File: src/rtl/spi_apb_arbiter_pkg.sv
// Shared types and constants for the SPI APB arbiter.
package spi_apb_arbiter_pkg;

  // APB master phase sequencing
  typedef enum logic [1:0] {
    SPI_ARB_IDLE   = 2'd0,
    SPI_ARB_SETUP  = 2'd1,
    SPI_ARB_ACCESS = 2'd2
  } spi_arb_state_e;

  // Idle owner cycles before an abandoned lock is revoked
  localparam int SPI_ARB_LOCK_TIMEOUT_DEFAULT = 1024;

  // Width of an index able to address n entries (at least one bit)
  function automatic int spi_arb_idx_w(input int n);
    return (n > 1) ? $clog2(n) : 1;
  endfunction

endpackage

File: src/rtl/spi_apb_arbiter_if.sv
// APB4 bus between the arbiter (master) and the SPI register slave.
interface spi_apb_arbiter_if #(
  parameter int ADDR_W = 12,
  parameter int DATA_W = 32
);
  logic [ADDR_W-1:0] paddr;
  logic              pwrite;
  logic [DATA_W-1:0] pwdata;
  logic              psel;
  logic              penable;
  logic [DATA_W-1:0] prdata;
  logic              pready;
  logic              pslverr;

  modport master (
    output paddr, pwrite, pwdata, psel, penable,
    input  prdata, pready, pslverr
  );

  modport slave (
    input  paddr, pwrite, pwdata, psel, penable,
    output prdata, pready, pslverr
  );
endinterface

File: src/rtl/spi_apb_arbiter_rr.sv
// Combinational round-robin picker: first eligible index at or after ptr_i,
// wrapping modulo N. Kept generic so other shared peripherals can reuse it.
module spi_rr_arbiter
  import spi_apb_arbiter_pkg::*;
#(
  parameter int N     = 3,
  parameter int IDX_W = spi_arb_idx_w(N)
) (
  input  logic [N-1:0]     eligible_i,
  input  logic [IDX_W-1:0] ptr_i,
  output logic [N-1:0]     grant_o,
  output logic [IDX_W-1:0] idx_o,
  output logic             valid_o
);

  logic [IDX_W:0]   sum;
  logic [IDX_W-1:0] cand;

  // Scan offsets from farthest to nearest so the nearest eligible entry wins
  always_comb begin
    grant_o = '0;
    idx_o   = '0;
    valid_o = 1'b0;
    sum     = '0;
    cand    = '0;
    for (int off = N - 1; off >= 0; off--) begin
      sum = {1'b0, ptr_i} + (IDX_W + 1)'(off);
      if (sum >= (IDX_W + 1)'(N)) begin
        sum = sum - (IDX_W + 1)'(N);
      end
      cand = sum[IDX_W-1:0];
      if (eligible_i[cand]) begin
        grant_o       = '0;
        grant_o[cand] = 1'b1;
        idx_o         = cand;
        valid_o       = 1'b1;
      end
    end
  end

endmodule

File: src/rtl/spi_apb_arbiter.sv
// Round-robin APB4 master sharing one SPI register port between NUM_REQ
// requesters, with per-owner locking and an abandoned-lock timeout.
module spi_apb_arbiter
  import spi_apb_arbiter_pkg::*;
#(
  parameter int NUM_REQ      = 3,
  parameter int ADDR_W       = 12,
  parameter int DATA_W       = 32,
  parameter int LOCK_TIMEOUT = SPI_ARB_LOCK_TIMEOUT_DEFAULT
) (
  input  logic                      pclk,
  input  logic                      preset,
  input  logic [NUM_REQ-1:0]        req_valid_i,
  input  logic [NUM_REQ-1:0]        req_lock_i,
  input  logic [NUM_REQ-1:0]        req_write_i,
  input  logic [NUM_REQ*ADDR_W-1:0] req_addr_i,
  input  logic [NUM_REQ*DATA_W-1:0] req_wdata_i,
  output logic [NUM_REQ-1:0]        req_ack_o,
  output logic [DATA_W-1:0]         req_rdata_o,
  output logic                      req_err_o,
  output logic [NUM_REQ-1:0]        owner_o,
  output logic                      lock_revoked_o,
  spi_apb_arbiter_if.master         apb
);

  localparam int  IDX_W      = spi_arb_idx_w(NUM_REQ);
  localparam bit  TIMEOUT_EN = (LOCK_TIMEOUT > 0);
  localparam int  CNT_W      = spi_arb_idx_w(LOCK_TIMEOUT + 1);
  // Counter value on the last idle cycle before revocation
  localparam logic [CNT_W-1:0] CNT_LAST = CNT_W'(LOCK_TIMEOUT - 1);

  spi_arb_state_e     state_q;
  logic [NUM_REQ-1:0] owner_q;
  logic [IDX_W-1:0]   owner_idx_q;
  logic [IDX_W-1:0]   rr_ptr_q;
  logic [CNT_W-1:0]   cnt_q;
  logic               revoked_q;
  logic [ADDR_W-1:0]  paddr_q;
  logic               pwrite_q;
  logic [DATA_W-1:0]  pwdata_q;
  logic               psel_q;
  logic               penable_q;

  logic [ADDR_W-1:0]  addr_arr  [NUM_REQ];
  logic [DATA_W-1:0]  wdata_arr [NUM_REQ];
  logic [NUM_REQ-1:0] eligible;
  logic [NUM_REQ-1:0] grant;
  logic [IDX_W-1:0]   grant_idx;
  logic               grant_valid;
  logic               lock_held;
  logic               access_done;

  // Unpack the flat request buses into per-requester entries
  genvar gi;
  generate
    for (gi = 0; gi < NUM_REQ; gi++) begin : g_unpack
      assign addr_arr[gi]  = req_addr_i[gi*ADDR_W +: ADDR_W];
      assign wdata_arr[gi] = req_wdata_i[gi*DATA_W +: DATA_W];
    end
  endgenerate

  // A held lock narrows eligibility to the owner; otherwise everyone competes
  assign lock_held = |(owner_q & req_lock_i);
  assign eligible  = lock_held ? (owner_q & req_valid_i) : req_valid_i;

  spi_rr_arbiter #(
    .N     (NUM_REQ),
    .IDX_W (IDX_W)
  ) u_rr (
    .eligible_i (eligible),
    .ptr_i      (rr_ptr_q),
    .grant_o    (grant),
    .idx_o      (grant_idx),
    .valid_o    (grant_valid)
  );

  // Completion is visible to the requester in the same cycle pready arrives
  assign access_done    = (state_q == SPI_ARB_ACCESS) && apb.pready;
  assign req_ack_o      = access_done ? owner_q : '0;
  assign req_rdata_o    = access_done ? apb.prdata : '0;
  assign req_err_o      = access_done & apb.pslverr;
  assign owner_o        = owner_q;
  assign lock_revoked_o = revoked_q;

  assign apb.paddr   = paddr_q;
  assign apb.pwrite  = pwrite_q;
  assign apb.pwdata  = pwdata_q;
  assign apb.psel    = psel_q;
  assign apb.penable = penable_q;

  // Arbitration, APB phase sequencing, ownership and lock timeout
  always_ff @(posedge pclk or posedge preset) begin
    if (preset) begin
      state_q     <= SPI_ARB_IDLE;
      owner_q     <= '0;
      owner_idx_q <= '0;
      rr_ptr_q    <= '0;
      cnt_q       <= '0;
      revoked_q   <= 1'b0;
      paddr_q     <= '0;
      pwrite_q    <= 1'b0;
      pwdata_q    <= '0;
      psel_q      <= 1'b0;
      penable_q   <= 1'b0;
    end else begin
      revoked_q <= 1'b0;
      case (state_q)
        SPI_ARB_IDLE: begin
          if (grant_valid) begin
            paddr_q     <= addr_arr[grant_idx];
            pwrite_q    <= req_write_i[grant_idx];
            pwdata_q    <= wdata_arr[grant_idx];
            owner_q     <= grant;
            owner_idx_q <= grant_idx;
            psel_q      <= 1'b1;
            penable_q   <= 1'b0;
            cnt_q       <= '0;
            state_q     <= SPI_ARB_SETUP;
          end else if (lock_held) begin
            // Lock held but owner silent (a requesting owner would have won)
            if (TIMEOUT_EN && (cnt_q == CNT_LAST)) begin
              owner_q   <= '0;
              cnt_q     <= '0;
              revoked_q <= 1'b1;
            end else if (TIMEOUT_EN) begin
              cnt_q <= cnt_q + CNT_W'(1);
            end
          end else begin
            // Owner dropped its lock while idle: release without moving rr_ptr
            owner_q <= '0;
            cnt_q   <= '0;
          end
        end
        SPI_ARB_SETUP: begin
          penable_q <= 1'b1;
          cnt_q     <= '0;
          state_q   <= SPI_ARB_ACCESS;
        end
        SPI_ARB_ACCESS: begin
          cnt_q <= '0;
          if (apb.pready) begin
            psel_q    <= 1'b0;
            penable_q <= 1'b0;
            state_q   <= SPI_ARB_IDLE;
            rr_ptr_q  <= (owner_idx_q == IDX_W'(NUM_REQ - 1)) ? '0
                                                              : owner_idx_q + IDX_W'(1);
            if (!lock_held) begin
              owner_q <= '0;
            end
          end
        end
        default: begin
          state_q   <= SPI_ARB_IDLE;
          psel_q    <= 1'b0;
          penable_q <= 1'b0;
        end
      endcase
    end
  end

endmodule
File: src/flat_wrapper.sv
// flat-port wrapper written by rule: the top's interface ports become plain ports
module spi_apb_arbiter_flat import spi_apb_arbiter_pkg::*;
#(
  parameter int NUM_REQ      = 3,
  parameter int ADDR_W       = 12,
  parameter int DATA_W       = 32,
  parameter int LOCK_TIMEOUT = SPI_ARB_LOCK_TIMEOUT_DEFAULT
)
  (pclk, preset, req_valid_i, req_lock_i, req_write_i, req_addr_i, req_wdata_i, req_ack_o, req_rdata_o, req_err_o, owner_o, lock_revoked_o, apb_paddr, apb_pwrite, apb_pwdata, apb_psel, apb_penable, apb_prdata, apb_pready, apb_pslverr);
  spi_apb_arbiter_if #(.ADDR_W(ADDR_W), .DATA_W(DATA_W)) apb_i ();
  input  logic pclk;
  input  logic preset;
  input  logic [NUM_REQ-1:0] req_valid_i;
  input  logic [NUM_REQ-1:0] req_lock_i;
  input  logic [NUM_REQ-1:0] req_write_i;
  input  logic [NUM_REQ*ADDR_W-1:0] req_addr_i;
  input  logic [NUM_REQ*DATA_W-1:0] req_wdata_i;
  output logic [NUM_REQ-1:0] req_ack_o;
  output logic [DATA_W-1:0] req_rdata_o;
  output logic req_err_o;
  output logic [NUM_REQ-1:0] owner_o;
  output logic lock_revoked_o;
  output wire logic [$bits(apb_i.paddr)-1:0] apb_paddr;
  output wire logic [$bits(apb_i.pwrite)-1:0] apb_pwrite;
  output wire logic [$bits(apb_i.pwdata)-1:0] apb_pwdata;
  output wire logic [$bits(apb_i.psel)-1:0] apb_psel;
  output wire logic [$bits(apb_i.penable)-1:0] apb_penable;
  input wire logic [$bits(apb_i.prdata)-1:0] apb_prdata;
  input wire logic [$bits(apb_i.pready)-1:0] apb_pready;
  input wire logic [$bits(apb_i.pslverr)-1:0] apb_pslverr;
  assign apb_paddr = apb_i.paddr;
  assign apb_pwrite = apb_i.pwrite;
  assign apb_pwdata = apb_i.pwdata;
  assign apb_psel = apb_i.psel;
  assign apb_penable = apb_i.penable;
  assign apb_i.prdata = apb_prdata;
  assign apb_i.pready = apb_pready;
  assign apb_i.pslverr = apb_pslverr;
  spi_apb_arbiter #(.NUM_REQ(NUM_REQ), .ADDR_W(ADDR_W), .DATA_W(DATA_W), .LOCK_TIMEOUT(LOCK_TIMEOUT)) u_core (.pclk(pclk), .preset(preset), .req_valid_i(req_valid_i), .req_lock_i(req_lock_i), .req_write_i(req_write_i), .req_addr_i(req_addr_i), .req_wdata_i(req_wdata_i), .req_ack_o(req_ack_o), .req_rdata_o(req_rdata_o), .req_err_o(req_err_o), .owner_o(owner_o), .lock_revoked_o(lock_revoked_o), .apb(apb_i));
endmodule
File: config.mk
export PLATFORM = sky130hd
export DESIGN_NAME = spi_apb_arbiter_flat
export DESIGN_NICKNAME = d
export VERILOG_FILES = /design/src/rtl/spi_apb_arbiter_pkg.sv /design/src/rtl/spi_apb_arbiter_if.sv /design/src/rtl/spi_apb_arbiter_rr.sv /design/src/rtl/spi_apb_arbiter.sv /design/src/flat_wrapper.sv
export SDC_FILE = /design/constraint.sdc
export NUM_CORES = 1
export LEC_CHECK = 0
export ABC_AREA = 1
export CAP_MARGIN = 10
export CORE_MARGIN = 2
export CORE_UTILIZATION = 35
export CTS_CLUSTER_SIZE = 14
export DETAILED_ROUTE_END_ITERATION = 10
export PLACE_DENSITY = 0.73
export SYNTH_ARGS = -nofsm -noshare
export SYNTH_HDL_FRONTEND = slang
export SYNTH_SLANG_ARGS = --single-unit
export TNS_END_PERCENT = 1
File: constraint.sdc
create_clock -name pclk -period 3.05 [get_ports pclk]
set_clock_uncertainty 0.15 [all_clocks]
set_input_delay 0.4575 -clock pclk [delete_from_list [all_inputs] [get_ports pclk]]
set_output_delay 0.4575 -clock pclk [all_outputs]
set_load 0.005 [all_outputs]
Word level (Yosys, flattened, before mapping)
Index checks and enable logic that the tools add are counted.

$add $sub $neg: 7. Magnitude comparators: 11. Equality and inequality tests: 8. Mux-type cells: 58. Bitwise operators: 5. Reduce and logical (&&, ||, !) cells: 14.

Operators with widths (count): 32-bit 2-to-1 mux (3); 32-bit binary-select mux with 2-bit select (1); 11-bit 2-to-1 mux (3); 3-bit 2-to-1 mux (10); 12-bit binary-select mux with 2-bit select (1); 12-bit 2-to-1 mux (2); 11-bit case mux with 2 select lines (1); 2-bit 2-to-1 mux (9); 1-bit 2-to-1 mux (17); 2-bit by 3-bit < comparator with 1-bit output (second input constant) (4); 11-bit by 1-bit adder with 11-bit output (second input constant) (1); 11-bit by 10-bit equality test with 1-bit output (second input constant) (1); 1-bit binary-select mux with 2-bit select (4); 3-bit bitwise AND (2); 1-bit demux with 2-bit select (3); 2-bit by 1-bit >= comparator with 1-bit output (second input constant) (3); 3-bit by 2-bit >= comparator with 1-bit output (second input constant) (2); 1-bit case mux with 3 select lines (2); 2-bit case mux with 3 select lines (1); 3-bit case mux with 2 select lines (1); 2-bit AND reduction (3); 2-bit subtractor (second input constant) (3); 2-bit equality test (second input constant) (2); 1-bit logical AND (4); 18 further kinds (20).

Register bits after elaboration: 68. Logic and storage cells: 114.

Logic depth before layout (Yosys ltp)
Gate-level depths: netlist of the first run.

Depth in word-level cells: 12. Gate-level depth with buffers: 16. Mapped depth without buffers: 15.

Hierarchy
A second synthesis of the first run with hierarchy kept.

Cells, all modules: 577. Area, all modules: 4330.4 µm².

By module, submodules not included: spi_apb_arbiter (times used 1, cells an instance 514, area an instance 4016.4 µm², seq. area each 1676.6 µm²); spi_rr_arbiter (times used 1, cells an instance 63, area an instance 314.1 µm², seq. area each 0.0 µm²).

Worst setup path before layout of the first run
OpenSTA, ideal clock, no wires.

Path type: register -> register. Start point: register u_core.rr_ptr_q[0]. End point: register u_core.pwdata_q[3] (netlist: u_core.apb.pwdata[3]). Library setup time: 124 ps. Arrival: 1901 ps. Data required time: 2776 ps. Slack: 875 ps. Stages on the path, launching flop included: 15. Cell sequence: dfrtp_1 > inv_1 > ha_1 > inv_1 > nor2_1 > nand3_2 > nand3_2 > nor2_4 > nand2_4 > nand2_8 > inv_4 > buf_6 > buf_6 > nand3_2 > nand3_1.

Longest elaborated chain between the ends: 12. Elaborated cells between the ends (all ways): 28. Those cells by class: 5 x add/sub; 3 x order compare; 18 x mux; 1 x bitwise; 1 x reduce/logical.

RTL lines: start: declaration (line spi_apb_arbiter.sv:35) `logic [IDX_W-1:0] rr_ptr_q;`; start signal: assignment (line spi_apb_arbiter.sv:145) `rr_ptr_q <= (owner_idx_q == IDX_W'(NUM_REQ - 1)) ? '0`; 2-bit by 2-bit adder with 3-bit output (line spi_apb_arbiter_rr.sv:27) `sum = {1'b0, ptr_i} + (IDX_W + 1)'(off);`; 3-bit by 2-bit >= comparator with 1-bit output or 2-bit subtractor (tied branches) (line spi_apb_arbiter_rr.sv:28, spi_apb_arbiter_rr.sv:29); 2-bit 2-to-1 mux (line spi_apb_arbiter_rr.sv:28) `if (sum >= (IDX_W + 1)'(N)) begin`; 1-bit binary-select mux with 2-bit select (line spi_apb_arbiter_rr.sv:32) `if (eligible_i[cand]) begin`; 1-bit 2-to-1 mux (implied by the code) (line spi_apb_arbiter_rr.sv:32); 2-bit 2-to-1 mux (3 in a row) (line spi_apb_arbiter_rr.sv:32); 2-bit NOT with 3-bit output (implied by the code) (line spi_apb_arbiter.sv:112) `pwdata_q <= wdata_arr[grant_idx];`; 32-bit binary-select mux with 2-bit select (line spi_apb_arbiter.sv:112); 32-bit 2-to-1 mux (implied by the code) (2 in a row) (line spi_apb_arbiter.sv:112); end signal: assignment (line spi_apb_arbiter.sv:112); end: declaration (line spi_apb_arbiter.sv:40) `logic [DATA_W-1:0] pwdata_q;`.

Several ways; a longest one is shown, not always the timed one. The select of a mux whose other input is x is not followed. A chain may end at the register's enable or synchronous reset.

Worst setup path in the final report of the first run
Start point: register u_core.state_q[0]. End point: output port req_rdata_o[21].

Longest elaborated chain between the ends: 3.

RTL lines: start: declaration (line spi_apb_arbiter.sv:32) `spi_arb_state_e state_q;`; start signal: assignment (line spi_apb_arbiter.sv:94) `state_q <= SPI_ARB_IDLE;`; start signal: assignment (line spi_apb_arbiter.sv:118) `state_q <= SPI_ARB_SETUP;`; start signal: assignment (line spi_apb_arbiter.sv:137) `state_q <= SPI_ARB_ACCESS;`; 2-bit equality test (line spi_apb_arbiter.sv:78) `assign access_done = (state_q == SPI_ARB_ACCESS) && apb.pready;`; 1-bit logical AND (line spi_apb_arbiter.sv:78); 32-bit 2-to-1 mux (line spi_apb_arbiter.sv:80) `assign req_rdata_o = access_done ? apb.prdata : '0;`; end: declaration (line flat_wrapper.sv:19) `output logic [DATA_W-1:0] req_rdata_o;`.

No other way between the ends.

==> impl_metrics.yaml, run 1 <==
layout:
  multi_input_area_um2: 2420
  antenna_cells: 0
  area_delta_synth_final_pct: 61.8
  fillers: 1358
  final_area_um2: 8000
  final-seq-area_um2: 1680
  instances_no_fill: 1179
  layout-drive-gt1-share_pct: 7.61
  utilization_pct: 57.8
  nNetsFinal: 1179
detailed_routing:
  drt_iter0_markers: 266
  drt_wl_total_um: 16200
  ant_nets: 0
  wl_per_cell_um: 13.7
  dr.pass1.iters: 5
  vias: 5558
  post-route-drc-count: 0
  avgViaCountPerCell: 4.71
job:
  maxCapViolations: 0
power_and_ir_drop:
  total_power_w: 0.00742
  p_per_area_nw_per_um2: 928
  irDropWorstVdd_v: 0.000652
  leakage_nw: 3.96
critical_path:
  startpoint_type: "register"
  cp.required_ns: 2.44
  path_class: "reg2out"
  path_max_fanout: 36
  timing.critical_path.to_type: "output port"
  cp.arrival_ns: 2.05
grt:
  grt_pass1_wl_um: 25400
  antenna_found_initial: 0
  grt_usage_pct: 21.3
  grt-ovfl-total: 0
  grt_pass1_vias: 5061
  grt_max_degree: 51
sta:
  slew_viol_final: 0
  rsz0062_at_grt: "false"
  timing.slew.headroom_pct: 55.9
  hold_viol_final: 0
  post-route-period-util_pct: 87.2
  max_freq_ghz: 0.376
  final-setup-viol-count: 0
  tightest_slew_ns: 0.661
  tns_ns: 0
  fin_crit_ns: 2.66
synth:
  yosysSeqAreaShare_pct: 33.9
  syn_area_per_cell_um2: 6.65
  yosys_warnings: 0
  synthCells: 743
  ys_ff_latch: 67
  synth_area_um2: 4940
  ys_types: 35
  synth_nets: 927
placed_design:
  io_buffers: 263
  postPlaceCellArea_um2: 7710
  dp_cells: 1164
  gp_congestion: 0.837
  hpwl_um: 12200
cts:
  path_clk_slew_ns: 0.06
  cts_buffers: 9
  cts_buffer_depth: 2
  post_cts_buffers: 0
  ctsResizeCount: 0
  htree_levels: 3
  cts_num_sinks: 67
  clock_latency_ns: 0.33
  clockRootBuffer: "clkbuf_16"
  hold_buffers: 0
  cts_tree: "built"
die:
  num_io_pins: 264
  die-area_um2: 15100
  rows: 43
  start_util_pct: 35.7
  chipWidth_um: 123
  die_h_um: 123
  core_area_um2: 13800
run_status:
  outcome: "completed"
hold_path:
  hold_path_class: "reg2reg"
## Yosys cell counts (all sizes together)
cell    count  area, um2
nand3     177       1030
inv       164        621
nand2     161        656
nor2       68        279
dfrtp      67       1680
a21oi      28        140
buf        25        175
clkbuf     11       41.3
o21ai      11       62.6
ha          7       87.6
nand4       5       31.3
o31ai       4       30.0
o32ai       4       35.0
xor2        3       26.3
o22ai       2       12.5
clkinv      1       3.75
nor3        1       5.00
nor3b       1       7.51
o211ai      1       7.51
or2         1       6.26
xnor2       1       8.76
## registers in the layout, summed over array words and instances (netlist names), 2 cells and up
register / count
u_core.owner_idx_q: 2
u_core.apb.paddr: 12
u_core.apb.pwdata: 32
u_core.rr_ptr_q: 2
u_core.owner_o: 3
u_core.cnt_q: 11
## cells in the final DEF, fill, tap and decap left out, types with 3 or more instances in the layout
| master | n |
|---|---|
| nor2_1 | 66 |
| clkdlybuf4s50_1 | 263 |
| xor2_1 | 3 |
| inv_2 | 4 |
| nand3_1 | 150 |
| buf_4 | 12 |
| inv_1 | 158 |
| nand3_2 | 26 |
| nand4_1 | 5 |
| nand2_1 | 150 |
| o21ai_0 | 8 |
| dfrtp_1 | 67 |
| o31ai_1 | 4 |
| nand2_2 | 8 |
| a21oi_1 | 28 |
| o32ai_1 | 4 |
| clkbuf_16 | 9 |
| ha_1 | 7 |
## logic make-up (layout without fill, tap and decap cells)
family                   after synthesis  count (layout)  share of synthesized area, %
AO/OA/AOI/OAI                         50              50                          5.82
XOR/XNOR                               4               4                         0.709
adder cells (fa/ha/maj)                7               7                          1.77
buffers and inverters                201             457                          17.0
flip-flops                            67              67                          33.9
AND/OR/NAND/NOR                      414             414                          40.7
## through the flow
step | hold WS (ns) | setup slack (ns)
finish | 0.316 | 0.392
global route | 0.333 | 0.255
CTS | 0.312 | 0.358
detailed placement | 0.301 | 0.381
global placement | 0.299 | 0.434
floorplan | 0.284 | 0.759
## layer usage
metal / global-route usage [%] / part of all wire [%] / vias to the layer above
li1: - / - / 2800
met1: 27.0 / 41 / 2538
met2: 35.8 / 48 / 205
met3: 6.04 / 9.0 / 15
met4: 5.10 / 1.4 / 0
met5: 0 / 0 / -
## power by group
part	leakage, nW	switching [W]	total [W]	internal (W)
combinational	3.00	0.00287	0.00488	0.00201
sequential	0.824	0.000235	0.00153	0.00129
clock	0.136	0.000384	0.00101	0.000630
## path summary, 6_finish.rpt
check / startpoint / to / slack (ns) / cells past startpoint
max: u_core.state_q[0] / req_rdata_o[21] / 0.39 / 6
min reg2reg: u_core.owner_idx_q[1] / u_core.rr_ptr_q[0] / 0.32 / 1
max in group asynchronous: preset / u_core.cnt_q[4] / 1.70 / 3
max reg2reg: u_core.rr_ptr_q[0] / u_core.apb.pwdata[2] / 0.53 / 13
min: u_core.owner_idx_q[1] / u_core.rr_ptr_q[0] / 0.32 / 1
min in group asynchronous: preset / u_core.apb.pwdata[19] / 0.39 / 2
## area by class of cell
| type | instances | area share [%] |
|---|---|---|
| Tap cell | 180 | 2.82 |
| Timing Repair Buffer | 277 | 34.5 |
| Sequential cell | 67 | 21.0 |
| Multi-Input combinational cell | 475 | 30.3 |
| Clock inverter | 4 | 0.642 |
| Inverter | 165 | 7.81 |
| Clock buffer | 11 | 2.91 |
## critical path, stage by stage, from the launching register on
cell	delay, ns
dfrtp_1	0.40
inv_1	0.09
ha_1	0.18
nand2_1	0.11
buf_4	0.26
nor2_1	0.14
clkdlybuf4s50_1	0.52
(Power assumes the default switching activity.)
==> run 2, diff against run 1 <==
- CAP_MARGIN: 10 -> 20
- CTS_CLUSTER_SIZE: 14 -> default
==> results of run 2 <==
Same layout as run 1: the final DEF is identical, and so are final timing and power.
